<file path="config.mk">
export PLATFORM = sky130hd
export DESIGN_NAME = pc_unit_flat
export DESIGN_NICKNAME = d
export VERILOG_FILES = /design/src/rtl/pc_pkg.sv /design/src/rtl/pc_unit_if.sv /design/src/rtl/pc_ras.sv /design/src/rtl/pc_unit.sv /design/src/flat_wrapper.sv
export SDC_FILE = /design/constraint.sdc
export NUM_CORES = 1
export LEC_CHECK = 0
export ABC_AREA = 1
export CAP_MARGIN = 20
export CELL_PAD_IN_SITES_DETAIL_PLACEMENT = 1
export CELL_PAD_IN_SITES_GLOBAL_PLACEMENT = 1
export CORE_ASPECT_RATIO = 1.25
export CORE_MARGIN = 1.5
export CORE_UTILIZATION = 27
export DETAILED_ROUTE_END_ITERATION = 10
export PLACE_DENSITY_LB_ADDON = 0.1
export SLEW_MARGIN = 20
export SYNTH_ARGS = -nofsm -noshare
export SYNTH_HDL_FRONTEND = slang
export SYNTH_SLANG_ARGS = --single-unit
export TNS_END_PERCENT = 100
</file>
<file path="constraint.sdc">
create_clock -name Clock -period 3.95 [get_ports Clock]
set_clock_uncertainty 0.15 [all_clocks]
set_input_delay 0.5925 -clock Clock [delete_from_list [all_inputs] [get_ports Clock]]
set_output_delay 0.5925 -clock Clock [all_outputs]
set_load 0.03 [all_outputs]
</file>
<file path="src/rtl/pc_pkg.sv">
// Shared types and helpers for the fetch-stage program counter.
package pc_pkg;

  typedef enum logic [2:0] {
    SRC_SEQ,
    SRC_BRANCH,
    SRC_JUMP,
    SRC_RETURN,
    SRC_TRAP
  } pc_src_e;

  localparam logic [31:0] PC_RESET_VECTOR = 32'h0000_0000;
  localparam logic [31:0] PC_TRAP_VECTOR  = 32'h0000_0080;

  // True when the low log2(instr_bytes) address bits are all zero.
  function automatic logic pc_aligned(input logic [63:0] addr, input int unsigned instr_bytes);
    logic [63:0] mask;
    mask = 64'(instr_bytes) - 64'd1;
    return (addr & mask) == 64'd0;
  endfunction

endpackage

</file>
<file path="src/rtl/pc_unit_if.sv">
// Fetch-control bus between the pipeline controller (master) and pc_unit (slave).
interface pc_unit_if #(
  parameter int unsigned WIDTH = 32
);
  logic             Enable;
  logic             Trap;
  logic             Branch_Taken;
  logic [WIDTH-1:0] Branch_Target;
  logic             Jump;
  logic [WIDTH-1:0] Jump_Target;
  logic             Call;
  logic             Return;
  logic [WIDTH-1:0] Return_Target;
  logic [WIDTH-1:0] PCResult;
  logic [WIDTH-1:0] PCPlus;
  logic             Redirect;
  logic             Misaligned;
  logic             RAS_Empty;
  logic             RAS_Full;

  modport master (
    output Enable, Trap, Branch_Taken, Branch_Target, Jump, Jump_Target,
           Call, Return, Return_Target,
    input  PCResult, PCPlus, Redirect, Misaligned, RAS_Empty, RAS_Full
  );

  modport slave (
    input  Enable, Trap, Branch_Taken, Branch_Target, Jump, Jump_Target,
           Call, Return, Return_Target,
    output PCResult, PCPlus, Redirect, Misaligned, RAS_Empty, RAS_Full
  );
endinterface

</file>
<file path="src/rtl/pc_ras.sv">
// Circular return-address stack; a push when full overwrites the oldest entry.
module pc_ras import pc_pkg::*; #(
  parameter int unsigned WIDTH     = 32,
  parameter int unsigned RAS_DEPTH = 4
) (
  input  logic             clk,
  input  logic             rst,
  input  logic             push,
  input  logic             pop,
  input  logic [WIDTH-1:0] push_data,
  output logic [WIDTH-1:0] top,
  output logic             empty,
  output logic             full
);
  localparam int PW = $clog2(RAS_DEPTH);
  localparam int CW = PW + 1;

  logic [WIDTH-1:0] mem_q [RAS_DEPTH];
  logic [WIDTH-1:0] mem_d [RAS_DEPTH];
  logic [PW-1:0]    ptr_q, ptr_d, top_idx;
  logic [CW-1:0]    cnt_q, cnt_d;

  assign top_idx = ptr_q - PW'(1);
  assign top     = mem_q[top_idx];
  assign empty   = (cnt_q == '0);
  assign full    = (cnt_q == CW'(RAS_DEPTH));

  always_comb begin
    mem_d = mem_q;
    ptr_d = ptr_q;
    cnt_d = cnt_q;
    // Simultaneous pop+push replaces the top in place; on an empty stack it is a plain push.
    if (push && pop && !empty) begin
      mem_d[top_idx] = push_data;
    end else if (push) begin
      mem_d[ptr_q] = push_data;
      ptr_d        = ptr_q + PW'(1);
      if (!full) cnt_d = cnt_q + CW'(1);
    end else if (pop && !empty) begin
      ptr_d = top_idx;
      cnt_d = cnt_q - CW'(1);
    end
  end

  always_ff @(posedge clk) begin
    if (rst) begin
      ptr_q <= '0;
      cnt_q <= '0;
      for (int i = 0; i < int'(RAS_DEPTH); i++) mem_q[i] <= '0;
    end else begin
      ptr_q <= ptr_d;
      cnt_q <= cnt_d;
      mem_q <= mem_d;
    end
  end

endmodule

</file>
<file path="src/rtl/pc_unit.sv">
// Fetch-stage program counter with prioritised redirects and misalignment trapping.
// Optional return-address stack enabled by defining PC_RAS_EN.
module pc_unit import pc_pkg::*; #(
  parameter int unsigned WIDTH        = 32,
  parameter int unsigned INSTR_BYTES  = 4,
  parameter logic [31:0] RESET_VECTOR = PC_RESET_VECTOR,
  parameter logic [31:0] TRAP_VECTOR  = PC_TRAP_VECTOR,
  parameter int unsigned RAS_DEPTH    = 4
) (
  input  logic        Clock,
  input  logic        Reset,
  pc_unit_if.slave    bus
);
  logic [WIDTH-1:0] pc_q, pc_d, pc_plus, tgt, ret_tgt, trap_vec;
  logic             redirect_q, redirect_d, misaligned_q, misaligned_d;
  logic             ras_upd, ras_empty, ras_full;
  pc_src_e          src;

  assign trap_vec = WIDTH'(TRAP_VECTOR);
  assign pc_plus  = pc_q + WIDTH'(INSTR_BYTES);
  // Speculative RAS only moves on an accepted fetch that no branch overrides.
  assign ras_upd  = bus.Enable && !bus.Trap && !bus.Branch_Taken;

`ifdef PC_RAS_EN
  logic             ras_push, ras_pop;
  logic [WIDTH-1:0] ras_top;

  assign ras_push = ras_upd && bus.Jump && bus.Call;
  assign ras_pop  = ras_upd && bus.Return;
  assign ret_tgt  = ras_empty ? bus.Return_Target : ras_top;

  pc_ras #(.WIDTH(WIDTH), .RAS_DEPTH(RAS_DEPTH)) u_ras (
    .clk       (Clock),
    .rst       (Reset),
    .push      (ras_push),
    .pop       (ras_pop),
    .push_data (pc_plus),
    .top       (ras_top),
    .empty     (ras_empty),
    .full      (ras_full)
  );
`else
  localparam int unsigned UNUSED_RAS_DEPTH = RAS_DEPTH;
  logic unused_ras;

  assign unused_ras = bus.Call ^ ras_upd;
  assign ret_tgt    = bus.Return_Target;
  assign ras_empty  = 1'b1;
  assign ras_full   = 1'b0;
`endif

  always_comb begin
    src = SRC_SEQ;
    if      (bus.Trap)         src = SRC_TRAP;
    else if (bus.Branch_Taken) src = SRC_BRANCH;
    else if (bus.Jump)         src = SRC_JUMP;
    else if (bus.Return)       src = SRC_RETURN;
  end

  always_comb begin
    tgt = pc_plus;
    unique case (src)
      SRC_BRANCH: tgt = bus.Branch_Target;
      SRC_JUMP:   tgt = bus.Jump_Target;
      SRC_RETURN: tgt = ret_tgt;
      SRC_TRAP:   tgt = trap_vec;
      default:    tgt = pc_plus;
    endcase
  end

  always_comb begin
    pc_d         = pc_q;
    redirect_d   = 1'b0;
    misaligned_d = 1'b0;
    if (src == SRC_TRAP) begin
      pc_d       = trap_vec;
      redirect_d = 1'b1;
    end else if (bus.Enable) begin
      if (src == SRC_SEQ) begin
        pc_d = pc_plus;
      end else if (pc_aligned(64'(tgt), INSTR_BYTES)) begin
        pc_d       = tgt;
        redirect_d = 1'b1;
      end else begin
        pc_d         = trap_vec;
        redirect_d   = 1'b1;
        misaligned_d = 1'b1;
      end
    end
  end

  always_ff @(posedge Clock) begin
    if (Reset) begin
      pc_q         <= WIDTH'(RESET_VECTOR);
      redirect_q   <= 1'b0;
      misaligned_q <= 1'b0;
    end else begin
      pc_q         <= pc_d;
      redirect_q   <= redirect_d;
      misaligned_q <= misaligned_d;
    end
  end

  assign bus.PCResult   = pc_q;
  assign bus.PCPlus     = pc_plus;
  assign bus.Redirect   = redirect_q;
  assign bus.Misaligned = misaligned_q;
  assign bus.RAS_Empty  = ras_empty;
  assign bus.RAS_Full   = ras_full;

endmodule

</file>
<file path="src/flat_wrapper.sv">
// flat-port wrapper written by rule: the top's interface ports become plain ports
module pc_unit_flat import pc_pkg::*;
#(
  parameter int unsigned WIDTH        = 32,
  parameter int unsigned INSTR_BYTES  = 4,
  parameter logic [31:0] RESET_VECTOR = PC_RESET_VECTOR,
  parameter logic [31:0] TRAP_VECTOR  = PC_TRAP_VECTOR,
  parameter int unsigned RAS_DEPTH    = 4
)
  (Clock, Reset, bus_Enable, bus_Trap, bus_Branch_Taken, bus_Branch_Target, bus_Jump, bus_Jump_Target, bus_Call, bus_Return, bus_Return_Target, bus_PCResult, bus_PCPlus, bus_Redirect, bus_Misaligned, bus_RAS_Empty, bus_RAS_Full);
  pc_unit_if #(.WIDTH(WIDTH)) bus_i ();
  input  logic Clock;
  input  logic Reset;
  input wire logic [$bits(bus_i.Enable)-1:0] bus_Enable;
  input wire logic [$bits(bus_i.Trap)-1:0] bus_Trap;
  input wire logic [$bits(bus_i.Branch_Taken)-1:0] bus_Branch_Taken;
  input wire logic [$bits(bus_i.Branch_Target)-1:0] bus_Branch_Target;
  input wire logic [$bits(bus_i.Jump)-1:0] bus_Jump;
  input wire logic [$bits(bus_i.Jump_Target)-1:0] bus_Jump_Target;
  input wire logic [$bits(bus_i.Call)-1:0] bus_Call;
  input wire logic [$bits(bus_i.Return)-1:0] bus_Return;
  input wire logic [$bits(bus_i.Return_Target)-1:0] bus_Return_Target;
  output wire logic [$bits(bus_i.PCResult)-1:0] bus_PCResult;
  output wire logic [$bits(bus_i.PCPlus)-1:0] bus_PCPlus;
  output wire logic [$bits(bus_i.Redirect)-1:0] bus_Redirect;
  output wire logic [$bits(bus_i.Misaligned)-1:0] bus_Misaligned;
  output wire logic [$bits(bus_i.RAS_Empty)-1:0] bus_RAS_Empty;
  output wire logic [$bits(bus_i.RAS_Full)-1:0] bus_RAS_Full;
  assign bus_i.Enable = bus_Enable;
  assign bus_i.Trap = bus_Trap;
  assign bus_i.Branch_Taken = bus_Branch_Taken;
  assign bus_i.Branch_Target = bus_Branch_Target;
  assign bus_i.Jump = bus_Jump;
  assign bus_i.Jump_Target = bus_Jump_Target;
  assign bus_i.Call = bus_Call;
  assign bus_i.Return = bus_Return;
  assign bus_i.Return_Target = bus_Return_Target;
  assign bus_PCResult = bus_i.PCResult;
  assign bus_PCPlus = bus_i.PCPlus;
  assign bus_Redirect = bus_i.Redirect;
  assign bus_Misaligned = bus_i.Misaligned;
  assign bus_RAS_Empty = bus_i.RAS_Empty;
  assign bus_RAS_Full = bus_i.RAS_Full;
  pc_unit #(.WIDTH(WIDTH), .INSTR_BYTES(INSTR_BYTES), .RESET_VECTOR(RESET_VECTOR), .TRAP_VECTOR(TRAP_VECTOR), .RAS_DEPTH(RAS_DEPTH)) u_core (.Clock(Clock), .Reset(Reset), .bus(bus_i));
endmodule
</file>
==> run summary, run 1 <==
Syn Nets = 727
# setup viols final = 0
IO buf count = 168
H-tree level count = 2
Slew @ Worst Pin = 1.01 ns
Total grt overflow = 0
Unrepaired setup endpoints after global routing = false
Final HPWL DP = 11.7 mm
GPL Wtd Cong = 0.910
Fin. max-slew vios = 0
TNS Setup = 0 ns
Ys Warns = 0
Initial Util = 27.5%
Mapped Cells = 622
Peak Freq = 0.283 GHz
Non-filler cells, final = 940
Die Y = 127 um
Data required time at the worst endpoint = 3.21 ns
Via count = 4440
Worst setup SP type = flop
DIE WIDTH = 102 um
VDD IR max = 0.167 mV
Critical-path maximum fanout = 9
Resized cells post-CTS = 0
Sequential share of the synthesized area = 20.6%
Crit path DAT = 2.79 ns
Core footprint = 12000 um^2
Max Cap Violations = 0
Pwr Density = 224 nW/um^2
Post-synth cell types = 32
Final hold violations = 0
1st-iter DRT viols = 120
Detailed-route wire length = 14.2 mm
Leakage power figure = 2.21 nW
Worst setup EP type = output port
Min Tclk post-route = 3.53 ns
Row count = 45
Drt drc = 0
Crit path kind = reg -> out
Syn Area/Cell = 5.32 um^2
Reg2Reg Setup Slack = 1.75 ns
P&R area growth vs syn = 57.8%
CTS tree = built
DRT antenna net count = 0
Ant. Diodes = 0
Synth Register Bits = 34
Vias in the first global route = 4608
Cell Chain, Critical Path = ha_1 -> inv_1 -> nor2_1 -> nand2_1 -> o21ai_0 -> and2_1 -> clkdlybuf4s50_1
Setup repair bufs after CTS = 0
Worst Hold Class = reg -> reg
Status = completed
Ports = 172
Dpl cells = 932
CTS sink cnt = 34
Final nets = 880
Pre-antenna DRT Iters = 4
Routed len/inst = 15.1 um
Period Utilization, post-route = 89.3%
Max-slew headroom = 32.6%
Post-CTS Hold Fix Bufs = 0
First-pass GRT wire length = 22.6 mm
Clock Tree Buf Depth = 2
Mapped cell area = 3310 um^2
Die Footprint = 12900 um^2
Vias per cell = 4.72
Clk slew on worst S/H paths = 0.06 ns
Slowest stage cell, crit path = clkdlybuf4s50_1
Clock Latency Late Sink = 0.28 ns
Pin count of the biggest net entering global routing = 35
Layout cells sized above 1 = 3.87%
GRT Total Usage = 22.2%
Initial antenna violation count = 0
CTS Buf Count = 5
CTS root buf = clkbuf_16
Max incr delay on CP = 0.67 ns
==> state kept, by name (all words and copies together), names as in the netlist, named ones only <==
signal,cells
u_core.bus.Misaligned,1
u_core.bus.Redirect,1
u_core.bus.PCResult,30
==> final timing paths <==
path / startpoint / end / cells past startpoint
max reg2reg: u_core.bus.PCResult[2] / u_core.bus.PCResult[18] / 10
min: flop / flop / 2
max: u_core.bus.PCResult[2] / bus_PCPlus[18] / 7
min reg2reg: flop / flop / 2
==> stage by stage <==
stage / power (W) / util, % / hold WS (ns) / worst slack (ns) / instance area [um^2]
4_1_cts: 0.00118 / 43.3 / 0.319 / 0.411 / 5220
6_report: 0.00117 / 43.3 / 0.313 / 0.422 / 5220
2_1_floorplan: 0.000552 / - / 0.434 / 1.36 / 3310
5_1_grt: 0.00122 / 43.3 / 0.343 / 0.201 / 5220
3_5_place_dp: 0.000742 / 42.0 / 0.311 / 0.720 / 5050
3_3_place_gp: 0.000734 / 42.0 / 0.294 / 0.783 / 5050
==> worst max-delay path: cells and delay by family, from the launching register on <==
family | cells | cell delay, ns
buf+inv | 2 | 0.79
simple gates | 3 | 0.58
flops | 1 | 0.52
fa+ha+maj | 1 | 0.37
compound gates | 1 | 0.24
==> cell usage in the layout, fill, tap and decap left out, drive strengths merged, types with 5 or more instances in the layout <==
| cell type | instances |
|---|---|
| a31oi | 5 |
| nor2 | 115 |
| o2bb2ai | 10 |
| dfxtp | 34 |
| clkdlybuf4s50 | 168 |
| and2 | 6 |
| o21ai | 29 |
| nand3 | 61 |
| a21oi | 29 |
| nand2 | 198 |
| inv | 92 |
| clkbuf | 8 |
==> cell usage after synthesis, drive strengths merged <==
cell type | number | area (um^2)
nand3 | 61 | 315
o22ai | 2 | 12.5
nand2 | 198 | 756
xor2 | 3 | 26.3
xnor2 | 3 | 26.3
nor2 | 115 | 467
o21ai | 29 | 145
and2 | 6 | 40.0
a21oi | 29 | 145
o21bai | 2 | 15.0
nor4 | 1 | 6.26
clkbuf | 8 | 40.0
buf | 16 | 116
nand3b | 1 | 7.51
dfxtp | 34 | 681
inv | 92 | 345
a31oi | 5 | 31.3
ha | 1 | 12.5
nand4 | 3 | 18.8
conb | 2 | 7.51
o2bb2ai | 10 | 87.6
o31ai | 1 | 7.51
==> layout make-up <==
type / count / area [um^2]
Clock buffer: 8 / 166
Fill cell: 1692 / 6830
Inverter: 92 / 345
Multi-Input combinational cell: 472 / 2130
Sequential cell: 34 / 681
Tap cell: 164 / 205
Timing Repair Buffer: 170 / 1700
==> cell families after synthesis <==
| family | Yosys count | share of synthesized area (%) |
|---|---|---|
| and+or+nand+nor | 385 | 48.7 |
| buffers and inverters | 116 | 15.2 |
| AOI/OAI and AO/OA | 78 | 13.4 |
| DFF | 34 | 20.6 |
| xor gates and xnor gates | 6 | 1.59 |
| other | 2 | 0.227 |
| adders and majority gates | 1 | 0.378 |
==> power breakdown <==
group	internal (W)	switching (W)
Combinational	0.000172	0.000183
Clock	0.000286	0.000153
Sequential	0.000356	0.0000198
Total	0.000814	0.000355
==> layer usage <==
layer | track usage, % | up-vias | wire (um) | part of all wire, %
met3 | 4.02 | 16 | 769 | 5.4
met2 | 42.8 | 123 | 7560 | 53
met5 | 0 | - | 0 | 0
li1 | - | 2235 | - | -
met4 | 5.88 | 0 | 330 | 2.3
met1 | 24.1 | 2066 | 5550 | 39
(Power assumes the default switching activity.)
==> inputs of run 2 (changes only) <==
CTS_CLUSTER_DIAMETER = 80   (was unset)
==> results of run 2 <==
No change in the layout: final DEF, timing and power equal those of run 1.
==> inputs of run 3 (changes only) <==
CORE_MARGIN = unset   (was 1.5)
HOLD_SLACK_MARGIN = 0.08   (was unset)
==> run 3 against run 2 <==
Net effect:
- non-clock buffer count grew 2
- critical endpoint unchanged
- power grew 0.33%
- first-iteration DRC count grew 32%
- die area shrank 1.8%
- maximum frequency grew 5.2%
- core utilization grew 1.3 points
- critical path depth is the same
==> run summary, run 3 (same netlist as run 1, synthesis figures left out) <==
Final nets = 882
Data required time at the worst endpoint = 3.21 ns
Unrepaired setup endpoints after global routing = false
Via count = 4458
Max-slew headroom = 63.3%
Pin count of the biggest net entering global routing = 36
Detailed-route wire length = 14.1 mm
Period Utilization, post-route = 84.9%
Crit path kind = reg -> out
Clock power frac = 37.3%
Max Cap Violations = 0
Pwr Density = 223 nW/um^2
VDD IR max = 0.141 mV
Final hold violations = 0
Most frequent cells in the layout = nand2_1 (193), clkdlybuf4s50_1 (168), nor2_1 (109)
Final HPWL DP = 11.5 mm
Pre-antenna DRT Iters = 4
Hold depth = 2
P&R area growth vs syn = 58.7%
Die Y = 126 um
Fillers = 1658
Initial antenna violation count = 0
Fin. max-slew vios = 0
Area of the multi-input gates = 2130 um^2
Clock Latency Late Sink = 0.28 ns
# setup viols final = 0
Peak Freq = 0.298 GHz
Drt drc = 0
Clock Tree Buf Depth = 2
TNS Setup = 0 ns
Crit path DAT = 2.61 ns
Sw Pwr = 0.000356 W
Cell Chain, Critical Path = ha_1 -> inv_1 -> nor2_1 -> nand2_1 -> o21ai_0 -> and2_1 -> clkdlybuf4s50_1
GRT Total Usage = 22.9%
Max incr delay on CP = 0.67 ns
End-of-flow core utilization = 44.6%
Seq. cell area = 681 um^2
Hold Slack = 0.310 ns
Ports = 172
Internal = 0.000817 W
Layout cells sized above 1 = 4.11%
Vias per cell = 4.75
Status = completed
First-pass GRT wire length = 22.8 mm
Post-CTS Hold Fix Bufs = 0
Resized cells post-CTS = 0
Worst setup SP type = flop
CTS Buf Count = 5
Placed inst area = 5060 um^2
Worst r2r path cells = 10
Initial Util = 28.1%
Vias in the first global route = 4649
1st-iter DRT viols = 158
Routed len/inst = 15.0 um
CTS root buf = clkbuf_16
Ant. Diodes = 0
GPL Wtd Cong = 0.858
H-tree level count = 2
Slew @ Worst Pin = 0.550 ns
Row count = 44
Sw Ratio = 30.4%
Core footprint = 11800 um^2
Crit-path leading delay family = buffers and inverters
Crit path depth = 7
Worst setup EP type = output port
Number of flip-flops in the largest register = 30
Setup repair bufs after CTS = 0
Total grt overflow = 0
DIE WIDTH = 101 um
Die Footprint = 12700 um^2
Leakage power figure = 2.23 nW
Total power = 0.00117 W
Commonest non-fill, non-tap cell in the layout = nand2_1
Comb power frac = 30.8%
Clk slew on worst S/H paths = 0.06 ns
DRT antenna net count = 0
CTS tree = built
Min Tclk post-route = 3.35 ns
Worst Hold Class = reg -> reg
Sequential share of power = 31.9%
IO buf count = 168
Design area = 5250 um^2
Slowest stage cell, crit path = clkdlybuf4s50_1
Worst Path Buf+Inv = 2
CTS sink cnt = 34
Critical-path maximum fanout = 5
==> run 3: changes by cell type in the layout (fill, tap and decap cells not counted), sizes merged <==
cell	before	now
buf	2	4
==> run 3: area by class of cell <==
cell class	instances	area share, %
flip-flops and latches	34	13.0
repair buffers	172	33.0
clock buffers	8	3.17
inverters	92	6.57
multi-input cells	472	40.5
well taps	161	3.84
==> run 3: tightest hold or removal path: cells and delay by family, from the launching register on <==
| family | cells | cell delay, ns |
|---|---|---|
| flops | 1 | 0.31 |
| simple gates | 2 | 0.10 |
==> run 3: layer usage <==
metal	wire length [um]	global-route usage, %	part of all wire, %
met5	0	0	0
met4	376	7.67	2.7
met3	754	4.00	5.4
met2	7410	43.8	53
met1	5530	25.0	39
==> run 3: power by group through the flow <==
stage	logic [W]	registers [W]	clock network, W
detailed placement	0.000361	0.000382	0
global route	0.000393	0.000376	0.000459
floorplan	0.000151	0.000401	0
finish	0.000361	0.000374	0.000438
CTS	0.000362	0.000374	0.000446
global placement	0.000354	0.000381	0
==> run 3: worst paths after layout <==
| check | start | to | slack (ns) |
|---|---|---|---|
| setup / recovery | u_core.bus.PCResult[3] | bus_PCPlus[18] | 0.60 |
| hold / removal | flop | flop | 0.31 |
| setup reg to reg | u_core.bus.PCResult[3] | u_core.bus.PCResult[18] | 1.93 |
| hold reg to reg | flop | flop | 0.31 |
==> run 3: metrics by stage <==
step	setup WS (ns)	std cells
after floorplan	1.36	622
after global placement	0.940	930
after detailed placement	0.862	930
after CTS	0.587	938
after global routing	0.453	939
final	0.596	939
